### src/rtl/noise_injector.sv
// noise_injector: adds attenuated Galois-LFSR noise to signed samples,
// saturates the sum and presents it through a 2-entry valid/ready buffer.
module noise_injector #(
  parameter int                 DATA_W    = 24,
  parameter logic [DATA_W-1:0]  LFSR_TAPS = 24'hE10000,
  parameter logic [DATA_W-1:0]  LFSR_SEED = 24'hACE15B,
  parameter int                 SAT_W     = 16
) (
  input  logic              clk,
  input  logic              reset,
  input  logic              in_valid,
  output logic              in_ready,
  input  logic [DATA_W-1:0] in_data,
  input  logic              noise_en,
  input  logic [4:0]        noise_shift,
  input  logic              seed_load,
  input  logic [DATA_W-1:0] seed,
  output logic              out_valid,
  input  logic              out_ready,
  output logic [DATA_W-1:0] out_data,
  output logic [SAT_W-1:0]  sat_count
);

  typedef enum logic [1:0] {
    EMPTY = 2'd0,
    ONE   = 2'd1,
    FULL  = 2'd2
  } buf_state_t;

  localparam logic [DATA_W-1:0] POS_MAX = {1'b0, {(DATA_W-1){1'b1}}};
  localparam logic [DATA_W-1:0] NEG_MIN = {1'b1, {(DATA_W-1){1'b0}}};
  localparam logic [SAT_W-1:0]  SAT_MAX = {SAT_W{1'b1}};

  // One Galois step: shift right, fold taps back in when the bit shifted out is 1.
  function automatic logic [DATA_W-1:0] lfsr_next(input logic [DATA_W-1:0] cur);
    logic [DATA_W-1:0] nxt;
    if (cur[0]) begin
      nxt = (cur >> 1) ^ LFSR_TAPS;
    end else begin
      nxt = cur >> 1;
    end
    return nxt;
  endfunction

  buf_state_t          state_r;
  logic [DATA_W-1:0]   tail_r;
  logic [DATA_W-1:0]   lfsr_r;

  logic                accept_s;
  logic                pop_s;
  logic signed [DATA_W-1:0] noise_s;
  logic [DATA_W:0]     sum_s;
  logic [DATA_W-1:0]   result_s;
  logic                sat_s;

  assign accept_s = in_valid & in_ready;
  assign pop_s    = out_valid & out_ready;

  // Noise from the current (pre-update) LFSR value, attenuated by noise_shift.
  always_comb begin
    noise_s = '0;
    if (noise_en && (int'(noise_shift) < DATA_W)) begin
      noise_s = $signed(lfsr_r) >>> noise_shift;
    end else begin
      noise_s = '0;
    end
  end

  // Widen by one bit, add, and clamp to the signed DATA_W range.
  always_comb begin
    sum_s    = {in_data[DATA_W-1], in_data} + {noise_s[DATA_W-1], noise_s};
    result_s = sum_s[DATA_W-1:0];
    sat_s    = 1'b0;
    if (!sum_s[DATA_W] && sum_s[DATA_W-1]) begin
      result_s = POS_MAX;
      sat_s    = 1'b1;
    end else if (sum_s[DATA_W] && !sum_s[DATA_W-1]) begin
      result_s = NEG_MIN;
      sat_s    = 1'b1;
    end else begin
      result_s = sum_s[DATA_W-1:0];
      sat_s    = 1'b0;
    end
  end

  // LFSR: seed load wins over advance; a zero seed would lock up, so fall back.
  always_ff @(posedge clk or negedge reset) begin
    if (!reset) begin
      lfsr_r <= LFSR_SEED;
    end else if (seed_load) begin
      lfsr_r <= (seed == '0) ? LFSR_SEED : seed;
    end else if (accept_s) begin
      lfsr_r <= lfsr_next(lfsr_r);
    end
  end

  // Saturation event counter, sticks at all-ones.
  always_ff @(posedge clk or negedge reset) begin
    if (!reset) begin
      sat_count <= '0;
    end else if (accept_s && sat_s && (sat_count != SAT_MAX)) begin
      sat_count <= sat_count + {{(SAT_W-1){1'b0}}, 1'b1};
    end
  end

  // Two-entry buffer: out_data is the head, tail_r the second entry.
  // in_ready/out_valid are registered alongside the state so they never
  // depend combinationally on out_ready.
  always_ff @(posedge clk or negedge reset) begin
    if (!reset) begin
      state_r   <= EMPTY;
      out_data  <= '0;
      tail_r    <= '0;
      out_valid <= 1'b0;
      in_ready  <= 1'b1;
    end else begin
      case (state_r)
        EMPTY: begin
          if (accept_s) begin
            out_data  <= result_s;
            out_valid <= 1'b1;
            state_r   <= ONE;
          end
        end
        ONE: begin
          if (accept_s && !pop_s) begin
            tail_r   <= result_s;
            in_ready <= 1'b0;
            state_r  <= FULL;
          end else if (pop_s && !accept_s) begin
            out_valid <= 1'b0;
            state_r   <= EMPTY;
          end else if (accept_s && pop_s) begin
            out_data <= result_s;
          end
        end
        FULL: begin
          if (pop_s) begin
            out_data <= tail_r;
            in_ready <= 1'b1;
            state_r  <= ONE;
          end
        end
        default: begin
          out_valid <= 1'b0;
          in_ready  <= 1'b1;
          state_r   <= EMPTY;
        end
      endcase
    end
  end

endmodule

### config.mk
export PLATFORM = sky130hd
export DESIGN_NAME = noise_injector
export DESIGN_NICKNAME = d
export VERILOG_FILES = /design/src/rtl/noise_injector.sv
export SDC_FILE = /design/constraint.sdc
export NUM_CORES = 1
export LEC_CHECK = 0
export CORE_MARGIN = 2
export CORE_UTILIZATION = 30
export CTS_BUF_LIST = sky130_fd_sc_hd__clkbuf_4
export DETAILED_ROUTE_END_ITERATION = 10
export SLEW_MARGIN = 20
export SYNTH_ARGS = -nofsm -noshare
export SYNTH_HDL_FRONTEND = slang
export SYNTH_SLANG_ARGS = --single-unit
export TNS_END_PERCENT = 50
### constraint.sdc
create_clock -name clk -period 7.2 [get_ports clk]
set_input_delay 1.44 -clock clk [delete_from_list [all_inputs] [get_ports clk]]
set_output_delay 1.44 -clock clk [all_outputs]
set_load 0.02 [all_outputs]
==> impl_metrics.json <==
{
  "status": "finished clean",
  "routed_wirelength_um": 18570,
  "overflow": 0,
  "cp-end-kind": "flop",
  "min_from": "tail_r[8]",
  "regArea_um2": 2320,
  "synth_compound_area_share_pct": 23.81,
  "crit_path_max_incr_delay_ps": 520,
  "grt_max_degree": 60,
  "drc": 0,
  "p_comb_share_pct": 41.1,
  "synth_top_family_by_area": "compound AO/OA/AOI/OAI gates",
  "leakagePower_nw": 3.579,
  "nets": 961,
  "timing.critical_path.buf_inv": 3,
  "crit_chain": "clkdlybuf4s50_1, buf_12, buf_4, mux4_2, nor2b_1, nand3b_1, o21ai_0, o22ai_1, and2_1, ha_1, and4_1, nand3_1, or4b_1, nand3_2, o31ai_4, o21ai_2, or3b_1, ha_1, or2_2, a21oi_2, and3_1, nand4_1, xnor2_1",
  "io_pins": 101,
  "yosysWarnings": 0,
  "tns_ps": 0,
  "multi_input_comb_area_um2": 4285,
  "synth_xor_area_share_pct": 3.568,
  "crit_family": "simple AND/OR/NAND/NOR gates",
  "switchingPower_w": 0.0006541,
  "cts_resized": 0,
  "worstHoldEndpoint": "tail_r[8]",
  "worstReg2RegStart": "lfsr_r[17]",
  "grt_use_total_pct": 15.42,
  "critical_path_depth": 23,
  "synth.most_common_cell": "dfrtp_1",
  "path_common_cell": "ha_1",
  "num_rows": 55,
  "vias_per_cell": 5.170,
  "synth-seq-area-share_pct": 33.75,
  "utilization_pct": 37.27,
  "final_cells": 1163,
  "clk_latency_ps": 500,
  "timing.final.crit_share_pct": 88.32,
  "synth_top_cells_by_area": "dfrtp_1, mux2i_1, ha_1",
  "max_clock_freq_mhz": 157.2,
  "drt.antenna.violating_nets": 0,
  "cp.arrival_ps": 6750,
  "vias": 6013,
  "min_path_type": "reg -> reg",
  "finalWorstSetupSlack_ps": 840.6,
  "cts-root-buf": "clkbuf_4",
  "synth_area_um2": 6873,
  "start_util_pct": 30.45,
  "clock_tree.buffer_depth": 2,
  "synth_nets": 872,
  "yosys.cell_types.count": 70,
  "period_minus_slack_ps": 6359,
  "clk_pin_slew_ps": 160,
  "cts_buffers": 9,
  "drv_slew": 0,
  "cap_violations": 0,
  "ys.flop_type": "dfrtp_1",
  "tightest_slew_ps": 1028,
  "first_global_vias": 5641,
  "clockPowerShare_pct": 17.9,
  "rr_worst_depth": 20,
  "port_buffers": 100,
  "drt_iter0_markers": 293,
  "dp_hpwl_um": 14340,
  "htreeDepth": 3,
  "clock-sinks": 92,
  "cts_setup_buffers": 0,
  "first_pass_iters": 5,
  "syn2layout_area_growth_pct": 22.41,
  "place.gp.congestion": 0.8365,
  "die_area_um2": 24140,
  "synth-adder-area-share_pct": 5.753,
  "coreArea_um2": 22570,
  "die_w_um": 155.4,
  "grt_pass1_wl_um": 30060,
  "slowest_stage": "clkdlybuf4s50_1",
  "clock_skew_ps": 23.47,
  "synthSimpleGateAreaFrac_pct": 17.11,
  "synth_seq_cells": 92,
  "post-place-ws_ps": 307.9,
  "syn_area_per_cell_um2": 8.789,
  "synth_top_cell_by_area": "dfrtp_1",
  "cp-start-kind": "primary input",
  "antenna_found_initial": 2,
  "synth_edf_count": 0,
  "yosysTopAreaCellShare_pct": 28.40,
  "setup_viol_count_final": 0,
  "hold_ws_ps": 493.1,
  "r2r_setup_slack_ps": 2040,
  "path_max_fanout": 16,
  "synthMuxAreaShare_pct": 12.11,
  "hold_depth": 2,
  "p_int_w": 0.001093,
  "peakVddDrop_v": 0.00009464,
  "powerDensity_nw_per_um2": 207.6,
  "worstSetupPathType": "in -> reg",
  "wl_per_cell_um": 15.96,
  "drive_above_1_share_pct": 12.10,
  "fillers": 2336,
  "cts_tree": "done",
  "critPathRequiredTime_ps": 7590,
  "power.share.switching_pct": 37.44,
  "postCtsHoldBufs": 0,
  "synthArstFlopShare_pct": 100.0,
  "r2r_end": "sat_count[7]",
  "slew_headroom_pct": 31.04,
  "synthCells": 782,
  "final-hold-violation-count": 0,
  "synth_common_cells": "dfrtp_1, o21ai_0, nand2_1",
  "seq_power_share_pct": 41.0,
  "die-height_um": 155.4,
  "place_inst": 1145,
  "rsz0062_at_grt": "no"
}
kinds of logic after synthesis:
| group | Yosys count |
|---|---|
| xor gates and xnor gates | 28 |
| DFF | 92 |
| AOI/OAI and AO/OA | 255 |
| muxes | 71 |
| and+or+nand+nor | 239 |
| adders and majority gates | 31 |
| buffers and inverters | 66 |
area by class of cell:
type	instances	share of cell area, %
timing repair buffer	130	14.78
inverter	14	0.6246
sequential	92	27.57
tap	285	4.239
clock inverter	7	0.9816
multi-input combinational	624	50.94
clock buffer	9	0.8031
antenna	2	0.05949
power by group through the flow:
stage | clock network [W] | registers [W] | logic [W]
detailed placement | 0 | 0.000729 | 0.000718
CTS | 0.000325 | 0.000718 | 0.000721
floorplan | 0 | 0.000779 | 0.000381
global route | 0.000342 | 0.000732 | 0.000790
finish | 0.000312 | 0.000717 | 0.000718
global placement | 0 | 0.000724 | 0.000711
how the worst max path moves through the flow:
stage / from / to / slack (ps)
finish: noise_shift[1] / sat_count[7] / 840
detailed placement: noise_shift[1] / sat_count[7] / 310
floorplan: noise_shift[1] / sat_count[7] / 970
CTS: noise_shift[1] / sat_count[7] / 840
global placement: noise_shift[1] / sat_count[7] / 390
global route: noise_shift[0] / sat_count[7] / 530
routing by layer:
layer,wire (um),track usage [%]
met1,8644,20.91
met2,8873,25.18
met4,239,3.713
met5,0,0
met3,807,3.287
flip-flops by register name (all words and copies together), names as in the netlist:
register,count
in_ready,1
lfsr_r,24
out_data,24
out_valid,1
sat_count,16
state_r,2
tail_r,24
layout by cell type, fill, tap and decap left out, types with 4 or more instances in the layout:
cell type | netlist | final
dfstp_2 | 14 | 14
nand2b_1 | 14 | 14
clkbuf_4 | 0 | 9
o21ai_1 | 4 | 5
or2_2 | 4 | 4
ha_1 | 30 | 30
a21o_1 | 13 | 13
mux4_2 | 8 | 8
a31oi_1 | 5 | 5
a211oi_1 | 22 | 22
o21ai_0 | 70 | 69
a21oi_1 | 67 | 67
mux2i_1 | 46 | 46
buf_4 | 1 | 29
mux2_2 | 17 | 17
nor2_1 | 60 | 60
nand4_1 | 5 | 5
o21a_1 | 17 | 17
inv_1 | 14 | 14
nor2b_1 | 7 | 7
or3_1 | 10 | 10
clkdlybuf4s50_1 | 0 | 98
nor3_1 | 20 | 20
and3_1 | 4 | 4
xor2_1 | 5 | 5
and2_1 | 7 | 7
xnor2_1 | 23 | 23
o22ai_1 | 10 | 10
nand2_1 | 68 | 68
o22a_1 | 15 | 15
dfrtp_1 | 78 | 78
o31ai_1 | 5 | 5
nor4_1 | 7 | 7
nand3_1 | 14 | 14
metrics by stage:
step	power (W)	area, um2
after detailed placement	0.001446	8263
after floorplan	0.001159	6873
after global routing	0.001864	8411
final	0.001747	8413
after global placement	0.001434	8263
after CTS	0.001764	8413
worst reg2reg max path, delay by kind of cell, from the launching register on:
family	cells	cell delay, ps
adders and majority gates	2	690
AOI/OAI and AO/OA	5	530
xor gates and xnor gates	1	150
muxes	1	520
and+or+nand+nor	11	2700
DFF	1	480
No activity file was read; power rests on OpenSTA's default activity.
